## src/rtl/sc_reg_general_pkg.sv

```systemverilog
// Shared constants for the general-purpose multi-channel register:
// merge mode encodings and load counter sizing.
package sc_reg_general_pkg;
    localparam logic [1:0] MODE_OR  = 2'b00;
    localparam logic [1:0] MODE_AND = 2'b01;
    localparam logic [1:0] MODE_XOR = 2'b10;
    localparam logic [1:0] MODE_SEL = 2'b11;

    localparam int                    LOAD_CNT_W   = 8;
    localparam logic [LOAD_CNT_W-1:0] LOAD_CNT_MAX = 8'd255;
endpackage

```

## src/rtl/sc_reg_general_merge.sv

```systemverilog
// Combinational reduction of the masked input channels into one word.
module sc_reg_general_merge
    import sc_reg_general_pkg::*;
#(
    parameter int RegGENERAL_DATAWIDTH = 8,
    parameter int RegGENERAL_CHANNELS  = 3
) (
    input  logic [RegGENERAL_CHANNELS*RegGENERAL_DATAWIDTH-1:0] data,
    input  logic [RegGENERAL_CHANNELS-1:0]                      mask,
    input  logic [1:0]                                          mode,
    output logic [RegGENERAL_DATAWIDTH-1:0]                     merged
);
    logic [RegGENERAL_CHANNELS-1:0][RegGENERAL_DATAWIDTH-1:0] chan;
    logic [RegGENERAL_DATAWIDTH-1:0] orAcc, andAcc, xorAcc, selAcc;

    assign chan = data;

    // Walk channels high to low so the lowest enabled index wins the select.
    always_comb begin
        orAcc  = '0;
        andAcc = '1;
        xorAcc = '0;
        selAcc = '0;
        for (int i = RegGENERAL_CHANNELS - 1; i >= 0; i--) begin
            if (mask[i]) begin
                orAcc  = orAcc | chan[i];
                andAcc = andAcc & chan[i];
                xorAcc = xorAcc ^ chan[i];
                selAcc = chan[i];
            end
        end
    end

    always_comb begin
        merged = '0;
        case (mode)
            MODE_OR:  merged = orAcc;
            MODE_AND: merged = (|mask) ? andAcc : '0;
            MODE_XOR: merged = xorAcc;
            MODE_SEL: merged = selAcc;
            default:  merged = '0;
        endcase
    end
endmodule

```

## src/rtl/sc_reg_general_multi.sv

```systemverilog
// Multi-channel loadable/shiftable register with load counter and change pulse.
// Optional registered parity output enabled by SC_REG_GENERAL_MULTI_PARITY_EN.
module sc_reg_general_multi
    import sc_reg_general_pkg::*;
#(
    parameter int RegGENERAL_DATAWIDTH = 8,
    parameter int RegGENERAL_CHANNELS  = 3
) (
    input  logic                                                SC_RegGENERAL_CLOCK_50,
    input  logic                                                SC_RegGENERAL_RESET_InHigh,
    input  logic                                                SC_RegGENERAL_clear_InLow,
    input  logic                                                SC_RegGENERAL_load_InLow,
    input  logic                                                SC_RegGENERAL_shift_InLow,
    input  logic                                                SC_RegGENERAL_serial_In,
    input  logic [1:0]                                          SC_RegGENERAL_mode_InBUS,
    input  logic [RegGENERAL_CHANNELS-1:0]                      SC_RegGENERAL_mask_InBUS,
    input  logic [RegGENERAL_CHANNELS*RegGENERAL_DATAWIDTH-1:0] SC_RegGENERAL_data_InBUS,
    output logic [RegGENERAL_DATAWIDTH-1:0]                     SC_RegGENERAL_data_OutBUS,
    output logic                                                SC_RegGENERAL_loadDone_Out,
    output logic                                                SC_RegGENERAL_changed_Out,
    output logic [LOAD_CNT_W-1:0]                               SC_RegGENERAL_loadCount_OutBUS
`ifdef SC_REG_GENERAL_MULTI_PARITY_EN
    ,
    output logic                                                SC_RegGENERAL_parity_Out
`endif
);
    logic [RegGENERAL_DATAWIDTH-1:0] mergedWord;
    logic [RegGENERAL_DATAWIDTH-1:0] nextData;
    logic                            loadTake;

    sc_reg_general_merge #(
        .RegGENERAL_DATAWIDTH(RegGENERAL_DATAWIDTH),
        .RegGENERAL_CHANNELS (RegGENERAL_CHANNELS)
    ) merge (
        .data  (SC_RegGENERAL_data_InBUS),
        .mask  (SC_RegGENERAL_mask_InBUS),
        .mode  (SC_RegGENERAL_mode_InBUS),
        .merged(mergedWord)
    );

    assign loadTake = SC_RegGENERAL_clear_InLow && !SC_RegGENERAL_load_InLow;

    // clear > load > shift > hold
    always_comb begin
        nextData = SC_RegGENERAL_data_OutBUS;
        if (!SC_RegGENERAL_clear_InLow)
            nextData = '0;
        else if (!SC_RegGENERAL_load_InLow)
            nextData = mergedWord;
        else if (!SC_RegGENERAL_shift_InLow)
            nextData = {SC_RegGENERAL_data_OutBUS[RegGENERAL_DATAWIDTH-2:0], SC_RegGENERAL_serial_In};
    end

    // The stored word doubles as the previous-cycle value for change detection.
    always_ff @(posedge SC_RegGENERAL_CLOCK_50 or posedge SC_RegGENERAL_RESET_InHigh) begin
        if (SC_RegGENERAL_RESET_InHigh) begin
            SC_RegGENERAL_data_OutBUS      <= '0;
            SC_RegGENERAL_loadDone_Out     <= 1'b0;
            SC_RegGENERAL_changed_Out      <= 1'b0;
            SC_RegGENERAL_loadCount_OutBUS <= '0;
        end else begin
            SC_RegGENERAL_data_OutBUS  <= nextData;
            SC_RegGENERAL_changed_Out  <= (nextData != SC_RegGENERAL_data_OutBUS);
            SC_RegGENERAL_loadDone_Out <= loadTake;
            if (!SC_RegGENERAL_clear_InLow)
                SC_RegGENERAL_loadCount_OutBUS <= '0;
            else if (loadTake && SC_RegGENERAL_loadCount_OutBUS != LOAD_CNT_MAX)
                SC_RegGENERAL_loadCount_OutBUS <= SC_RegGENERAL_loadCount_OutBUS + 1'b1;
        end
    end

`ifdef SC_REG_GENERAL_MULTI_PARITY_EN
    always_ff @(posedge SC_RegGENERAL_CLOCK_50 or posedge SC_RegGENERAL_RESET_InHigh) begin
        if (SC_RegGENERAL_RESET_InHigh)
            SC_RegGENERAL_parity_Out <= 1'b0;
        else
            SC_RegGENERAL_parity_Out <= ^nextData;
    end
`else
    // Parity disabled: no port, no state.
`endif
endmodule

```

## config.mk

```make
export PLATFORM = sky130hd
export DESIGN_NAME = sc_reg_general_multi
export DESIGN_NICKNAME = d
export VERILOG_FILES = /design/src/rtl/sc_reg_general_pkg.sv /design/src/rtl/sc_reg_general_merge.sv /design/src/rtl/sc_reg_general_multi.sv
export SDC_FILE = /design/constraint.sdc
export NUM_CORES = 1
export LEC_CHECK = 0
export CAP_MARGIN = 20
export CORE_MARGIN = 2
export CORE_UTILIZATION = 30
export DETAILED_ROUTE_END_ITERATION = 16
export DONT_BUFFER_PORTS = 1
export PLACE_DENSITY = 0.42
export SLEW_MARGIN = 30
export SYNTH_ARGS = -nofsm -noshare
export SYNTH_HDL_FRONTEND = slang
export SYNTH_HIERARCHICAL = 1
export SYNTH_SLANG_ARGS = --single-unit
```

## constraint.sdc

```tcl
create_clock -name SC_RegGENERAL_CLOCK_50 -period 3.5 [get_ports SC_RegGENERAL_CLOCK_50]
set_input_delay 1.05 -clock SC_RegGENERAL_CLOCK_50 [delete_from_list [all_inputs] [get_ports SC_RegGENERAL_CLOCK_50]]
set_output_delay 1.05 -clock SC_RegGENERAL_CLOCK_50 [all_outputs]
set_load 0.005 [all_outputs]
```

Yosys cells after proc, flatten, opt, wreduce, memory -nomap -nowiden
Cells that the tools add are included.

cells by class
  div/mod/pow operators = 0
  shifts and indexed selects = 0
  bitwise operators = 6
  muxes and demuxes = 17
  reductions and logical operators = 5
  add/sub/neg operators = 1
  $lt $le $gt $ge = 0
  multipliers = 0
  equal/unequal tests = 6

operators with widths
  operator                                               number
  2-to-1 mux 8 bit                                       16
  one-hot mux 8 bit (4 select lines)                     1
  AND 8 bit                                              2
  bitwise OR 8 bit                                       2
  XOR 8 bit                                              2
  adder 8 x 1 -> 8 bit, second input constant            1
  inequality test 8 bit                                  1
  inequality test 8 bit, second input constant           1
  == test 2 bit, second input constant                   2
  OR reduction 3 bit                                     1
  == test 2 x 1 -> 1 bit, second input constant          1
  logical AND 1 bit                                      2
  logical NOT 2 bit                                      1
  inequality test 2 x 1 -> 1 bit, second input constant  1
  logical NOT 1 bit                                      1

word-level totals
  word-level logic and storage cells = 39
  memories kept = 0
  output and inout port bits = 18
  input port bits = 35
  bits in registers = 18
  bits in writable memories = 0
  bits in latches = 0
  bits in read-only memories = 0

Depth between registers and ports, before layout
Gate-level depths: netlist of the first run.

  word-level depth = 10
  depth in mapped cells = 12
  depth with buffers taken out = 11

Hierarchy
The synthesis of the first run kept the hierarchy.

by module, submodules not included
  module                seq. area each (um^2)  times used  cells each  area an instance (um^2)
  sc_reg_general_multi  450.4                  1           126         1137.3
  sc_reg_general_merge  0.0                    1           157         1031.0

Worst setup path after synthesis of the first run
Ideal clock, no wire load.

  path type = input-to-reg
  start point = input port SC_RegGENERAL_mask_InBUS[2]
  end point = register SC_RegGENERAL_changed_Out
  path buffers = 1
  setup slack = 0.525 ns
  library setup time = 0.140 ns
  arrival = 2.835 ns
  stages = 10
  required time = 3.360 ns
  cell sequence = buf_2 -> nand2_1 -> ha_1 -> a21oi_1 -> xor2_1 -> o221a_1 -> o2bb2ai_1 -> a221o_1 -> a2111oi_2 -> o211ai_1

between the ends
  cells in the longest elaborated chain, start to end = 10
  elaborated cells between the ends (all ways) = 22
  those cells by class = eq/ne (1); mux (14); bitwise (6); reduce/logical (1)

RTL lines
  element                                 RTL line                    source
  start: declaration                      sc_reg_general_multi.sv:16  input logic [RegGENERAL_CHANNELS-1:0] SC_RegGENERAL_mask_InBUS,
  2-to-1 mux 8 bit                        sc_reg_general_merge.sv:25  if (mask[i]) begin
  AND 8 bit                               sc_reg_general_merge.sv:27  andAcc = andAcc & chan[i];
  2-to-1 mux 8 bit                        sc_reg_general_merge.sv:25
  AND 8 bit                               sc_reg_general_merge.sv:27
  2-to-1 mux 8 bit                        sc_reg_general_merge.sv:25
  2-to-1 mux 8 bit                        sc_reg_general_merge.sv:38  MODE_AND: merged = (|mask) ? andAcc : '0;
  one-hot mux 8 bit (4 select lines) (*)  sc_reg_general_merge.sv:36  case (mode)
  net mergedWord[0]                       sc_reg_general_multi.sv:27  logic [RegGENERAL_DATAWIDTH-1:0] mergedWord;
  2-to-1 mux 8 bit (*)                    sc_reg_general_multi.sv:48  else if (!SC_RegGENERAL_load_InLow)
  2-to-1 mux 8 bit (*)                    sc_reg_general_multi.sv:46  if (!SC_RegGENERAL_clear_InLow)
  inequality test 8 bit (*)               sc_reg_general_multi.sv:63  SC_RegGENERAL_changed_Out <= (nextData != SC_RegGENERAL_data_OutBUS);
  end signal: assignment                  sc_reg_general_multi.sv:63
  end: declaration                        sc_reg_general_multi.sv:20  output logic SC_RegGENERAL_changed_Out,

Mark *: on every way through the listed nets, which the timed path passes. The rest lies on a longest branch.
A chain may end at the register's enable or synchronous reset.

Final worst setup path of the first run
Same ends and word-level chain as after synthesis.

==> qor.yml, run 1 <==
yosys:
  synth_async_sr_flop_share_pct: 100
  ys_types: 51
  ys_ff_latch: 18
  synth_nets: 327
  syn_area_um2: 2170
  post-synth-top-count-cell: "a21oi_1"
  yosysTopAreaCellShare_pct: 20.8
  synthFlopType: "dfrtp_1"
  netlist_top_cells_area: "dfrtp_1 (21%), a21oi_1 (7.4%), mux2i_1 (5.5%)"
  synth_area_per_cell_um2: 7.66
  seq_area_frac_synth_pct: 20.8
  synthCells: 283
  yosys.area.top_type: "dfrtp_1"
  synth_edf_count: 0
  yosys_warnings: 6
  ys_top_cells_by_count: "a21oi_1 (32), nand2_1 (30), inv_1 (27)"
timing:
  final.setup.tns_ns: 0
  fmax_mhz: 368
  grt_setup_unrepaired: "false"
  setup-violations-final: 0
  timing.clock.skew_ns: 0.00237
  drv_slew: 0
  fin_crit_sh_pct: 77.6
  min_period_ns: 2.72
  relSlewSlack_pct: 50.0
  worst_slew_pin_slew_ns: 0.748
  finalHoldViolCount: 0
place:
  gp_congestion: 0.747
  port_buffers: 0
  dp_hpwl_um: 4460
detailed_routing:
  drtPass1Iterations: 4
  post_drt_wl_per_cell_um: 16.7
  viasPerCell: 5.55
  wl_um: 6140
  routed-via-count: 2036
  first_iter_violations: 125
  ant_nets: 0
  post-route-drc-count: 0
finish:
  drive_above_1_share_pct: 7.01
  area_growth_pct: 4.33
  fillers: 754
  nets: 316
  num_antenna_cells: 0
setup_path:
  crit_arrival_ns: 2.85
  worstPathCellList: "nand2_1 -> ha_1 -> nand2_1 -> and3_1 -> o21a_1 -> o31ai_1 -> o22ai_1 -> a2111oi_2 -> o211ai_1"
  r2r-end: "SC_RegGENERAL_loadCount_OutBUS[5]"
  crit_path_frequent_cell: "nand2_1"
  cp-endpoint: "SC_RegGENERAL_changed_Out"
  critPathMaxFanout: 25
  reg2reg_depth: 6
  cp-start-kind: "input port"
  path_depth: 9
  required_ns: 3.63
  critPathSlowestCell: "o31ai_1"
  end_kind: "flip-flop"
  regToRegStartpoint: "SC_RegGENERAL_loadCount_OutBUS[0]"
  cp_top_family: "compound AO/OA/AOI/OAI gates"
  r2r_slack_ns: 1.74
  path_buf_inv: 0
  critPathKind: "in -> reg"
  critPathMaxStageDelay_ns: 0.45
  crit_start: "SC_RegGENERAL_mask_InBUS[2]"
clock_network:
  clockRootBuffer: "clkbuf_8"
  cts_num_sinks: 18
  clock_path_buffers: 2
  postCtsHoldBufs: 0
  cts.clk_slew.worst_paths_ns: 0.07
  h-tree-depth: 1
  post_cts_buffers: 0
  worstSkewPairLatency_ns: 0.26
  cts_resized: 0
  cts_tree: "built"
  cts_buffers: 3
global_routing:
  grt_pass1_vias: 1920
  grt_overflow_total: 0
  antenna_found_initial: 0
  grt_pass1_wl_um: 10100
  grt_max_degree: 40
  grt.total_usage_pct: 16.1
power:
  p_total_uw: 600
  power.leakage_nw: 0.989
  powerDensity_nw_per_um2: 265
  peakVddDrop_mv: 0.100
min_path:
  hp-class: "reg -> reg"
floorplan:
  core_area_um2: 6910
  die-area_um2: 7920
  io_pins: 53
  std_cell_rows: 30
  die_x_um: 89.0
  die_height_um: 89.0
  initial_core_util_pct: 31.4
job:
  drv_cap: 0
status:
  outcome: "complete, no violations"
## sequential cells by signal (all words and copies together) (netlist names)
| signal | cells |
|---|---|
| SC_RegGENERAL_data_OutBUS | 8 |
| SC_RegGENERAL_loadCount_OutBUS | 8 |
| SC_RegGENERAL_changed_Out | 1 |
| SC_RegGENERAL_loadDone_Out | 1 |
## worst min-delay path by stage
stage,cells past startpoint,start,slack [ns],to
floorplan,1,SC_RegGENERAL_loadCount_OutBUS[4],0.48,SC_RegGENERAL_loadCount_OutBUS[4]
global placement,1,SC_RegGENERAL_loadCount_OutBUS[4],0.52,SC_RegGENERAL_loadCount_OutBUS[4]
detailed placement,1,SC_RegGENERAL_loadCount_OutBUS[4],0.51,SC_RegGENERAL_loadCount_OutBUS[4]
CTS,1,SC_RegGENERAL_loadCount_OutBUS[4],0.54,SC_RegGENERAL_loadCount_OutBUS[4]
global route,1,SC_RegGENERAL_loadCount_OutBUS[4],0.56,SC_RegGENERAL_loadCount_OutBUS[4]
finish,1,SC_RegGENERAL_loadCount_OutBUS[4],0.53,SC_RegGENERAL_loadCount_OutBUS[4]
## layout by cell type (no fill, tap or decap), types with 3 or more instances in the layout
cell type,netlist,routed
o31ai_2,4,4
nand3b_1,5,5
o21a_1,7,7
nor2_1,16,16
nand2_1,30,30
mux2i_1,12,12
nand3_1,7,7
a211oi_1,7,7
dfrtp_1,18,18
o22ai_1,12,12
nand3b_4,4,4
inv_1,27,27
ha_1,9,9
a2111oi_0,7,7
xor2_1,4,4
nand4_1,3,3
nor2b_1,9,9
clkbuf_8,0,4
nand2b_1,4,4
o31ai_1,3,3
o21ai_0,5,5
a21oi_1,32,32
and3_1,8,8
## routing by layer
layer  global-route usage [%]  wire, µm  vias to the layer above
met3                     5.26       496                        4
met1                     22.4      2800                      967
li1                         -         -                     1018
met4                     1.90        23                        0
met2                     25.4      2820                       47
met5                        0         0                        -
## stage by stage
step | instance area, µm² | cells | hold slack [ns] | worst slack, ns | util, %
after floorplan | 2170 | 283 | 0.481 | 0.525 | -
after global placement | 2210 | 363 | 0.522 | 0.449 | 32.0
after detailed placement | 2210 | 363 | 0.511 | 0.489 | 32.0
after CTS | 2260 | 367 | 0.537 | 0.768 | 32.8
after global routing | 2260 | 367 | 0.562 | 0.589 | 32.8
final | 2260 | 367 | 0.527 | 0.783 | 32.8
## power by group
| part | internal (mW) | leakage (nW) | switching, mW |
|---|---|---|---|
| sequential | 0.220 | 0.237 | 0.0236 |
| combinational | 0.0855 | 0.724 | 0.0951 |
| clock | 0.100 | 0.0288 | 0.0760 |
## logic make-up after synthesis
group / after synthesis / share of synthesized area, %
DFF: 18 / 20.8
muxes: 12 / 5.54
xor gates and xnor gates: 5 / 2.02
adders and majority gates: 9 / 5.19
and+or+nand+nor: 93 / 24.4
AOI/OAI and AO/OA: 99 / 32.7
buffers and inverters: 47 / 9.46
## final cells by class
class,instances,area [µm²],share of cell area [%]
clock buffer,4,55.1,2.43
inverter,29,109,4.81
multi-input combinational,218,1510,66.9
sequential,18,450,19.9
tap,96,120,5.31
timing repair buffer,2,15.0,0.664
Power figures use the tool's default switching activity.
==> run 2: changes to the inputs <==
--- a/config.mk
+++ b/config.mk
@@ -10,7 +10,7 @@
 export CORE_UTILIZATION = 30
 export DETAILED_ROUTE_END_ITERATION = 16
 export DONT_BUFFER_PORTS = 1
-export PLACE_DENSITY = 0.42
+export PLACE_DENSITY = 0.43
 export SLEW_MARGIN = 30
 export SYNTH_ARGS = -nofsm -noshare
 export SYNTH_HDL_FRONTEND = slang
==> constraint.sdc (replaced) <==
create_clock -name SC_RegGENERAL_CLOCK_50 -period 2.3 [get_ports SC_RegGENERAL_CLOCK_50]
set_input_delay 0.69 -clock SC_RegGENERAL_CLOCK_50 [delete_from_list [all_inputs] [get_ports SC_RegGENERAL_CLOCK_50]]
set_output_delay 0.69 -clock SC_RegGENERAL_CLOCK_50 [all_outputs]
set_load 0.005 [all_outputs]
==> qor.yml, run 2 (synthesis results as in run 1) <==
timing:
  fin_crit_sh_pct: 97.3
  grt_setup_unrepaired: "true"
  setup-violations-final: 0
  relSlewSlack_pct: 51.6
  finalHoldViolCount: 0
  min_period_ns: 2.24
  fmax_mhz: 447
  drv_slew: 0
  timing.clock.skew_ns: 0.00342
  worst_slew_pin_slew_ns: 0.725
clock_network:
  cts_tree: "built"
  worstSkewPairLatency_ns: 0.26
  h-tree-depth: 1
  cts_num_sinks: 18
  clock_path_buffers: 2
  cts_buffers: 3
  postCtsHoldBufs: 0
  cts.clk_slew.worst_paths_ns: 0.08
  clockRootBuffer: "clkbuf_8"
setup_path:
  reg2reg_depth: 6
  worstPathCellList: "inv_1 -> ha_1 -> nand2_1 -> and3_1 -> o21a_1 -> o31ai_2 -> buf_4 -> a221o_1 -> a2111oi_4 -> o211ai_1"
  required_ns: 2.43
  path_buf_inv: 2
  critPathKind: "in -> reg"
  critPathSlowestCell: "a221o_1"
  end_kind: "flip-flop"
  cp-start-kind: "input port"
  crit_arrival_ns: 2.37
  path_depth: 10
  critPathMaxFanout: 3
  critPathMaxStageDelay_ns: 0.33
  cp_top_family: "compound AO/OA/AOI/OAI gates"
floorplan:
  die_x_um: 89.0
  std_cell_rows: 30
  die-area_um2: 7920
  io_pins: 53
  die_height_um: 89.0
  core_area_um2: 6910
  initial_core_util_pct: 31.4
global_routing:
  busiest_layer: "met2"
  grt.total_usage_pct: 16.4
  grt_max_degree: 40
  antenna_found_initial: 0
  met1_usage_pct: 22.3
  grt_pass1_vias: 2118
  grt_overflow_total: 0
  grt_use_met2_pct: 26.7
  grt_pass1_wl_um: 10500
  grtUsageMet3_pct: 4.52
finish:
  largestRegisters: "SC_RegGENERAL_data_OutBUS (8), SC_RegGENERAL_loadCount_OutBUS (8)"
  layout_common_cells: "a21oi_1 (29), nand2_1 (26), inv_1 (26), dfrtp_1 (18), buf_4 (18)"
  final_core_util_pct: 37.1
  final_common_cell: "a21oi_1"
  num_antenna_cells: 0
  nets: 334
  area_growth_pct: 18.1
  drive_above_1_share_pct: 20.1
detailed_routing:
  viasPerCell: 5.54
  drtPass1Iterations: 4
  wl_um: 6430
  post-route-drc-count: 0
  post_drt_wl_per_cell_um: 16.7
  first_iter_violations: 99
  ant_nets: 0
  routed-via-count: 2133
power:
  peakVddDrop_mv: 0.181
  powerDensity_nw_per_um2: 395
  p_total_mw: 1.01
  power.leakage_nw: 1.11
place:
  gp_congestion: 0.755
  dp_hpwl_um: 4550
  port_buffers: 0
job:
  drv_cap: 0
min_path:
  hp-class: "in -> async"
status:
  outcome: "complete, no violations"
run 2: what timing repair did:
action / 4_1_cts / 5_1_grt
endpoints found under the setup margin: 0 / 1
resized for setup: 0 / 32
buffers inserted: 0 / 1
run 2: cell type report:
| type | count | area [µm²] |
|---|---|---|
| clock buffer | 4 | 55.1 |
| fill | 765 | 4350 |
| inverter | 29 | 109 |
| multi-input combinational | 218 | 1670 |
| sequential | 18 | 450 |
| tap | 96 | 120 |
| timing repair buffer | 20 | 158 |
run 2: worst paths after layout:
kind                                                                to  slack, ns                         startpoint
setup / recovery                             SC_RegGENERAL_changed_Out       0.06       SC_RegGENERAL_data_InBUS[12]
hold / removal                              SC_RegGENERAL_loadDone_Out       0.43         SC_RegGENERAL_RESET_InHigh
setup reg to reg                     SC_RegGENERAL_loadCount_OutBUS[5]       0.53  SC_RegGENERAL_loadCount_OutBUS[0]
hold reg to reg                      SC_RegGENERAL_loadCount_OutBUS[4]       0.53  SC_RegGENERAL_loadCount_OutBUS[4]
max in group asynchronous            SC_RegGENERAL_loadCount_OutBUS[5]       1.41         SC_RegGENERAL_RESET_InHigh
min in group SC_RegGENERAL_CLOCK_50         SC_RegGENERAL_loadDone_Out       0.51           SC_RegGENERAL_load_InLow
run 2: per-layer routing:
metal  part of all wire [%]  vias up  wire, µm
li1                       -     1062         -
met1                     47     1027      3040
met2                     47       42      3020
met3                    5.5        2       356
met4                   0.25        0        16
met5                      0        -         0
run 2: report_power, final:
group,internal [mW],total [mW],switching (mW)
Clock,0.153,0.276,0.124
Sequential,0.334,0.372,0.0373
Combinational,0.191,0.363,0.172
run 2: through the flow:
stage / instance area (µm²) / worst slack (ns) / hold slack, ns / setup TNS, ns / std cells
floorplan: 2200 / -0.189 / 0.481 / -0.189 / 283
global placement: 2340 / -0.245 / 0.526 / -0.245 / 380
detailed placement: 2340 / -0.258 / 0.518 / -0.269 / 380
CTS: 2400 / 0.0189 / 0.467 / 0 / 384
global route: 2560 / -0.0623 / 0.492 / -0.0623 / 385
finish: 2560 / 0.0617 / 0.428 / 0 / 385
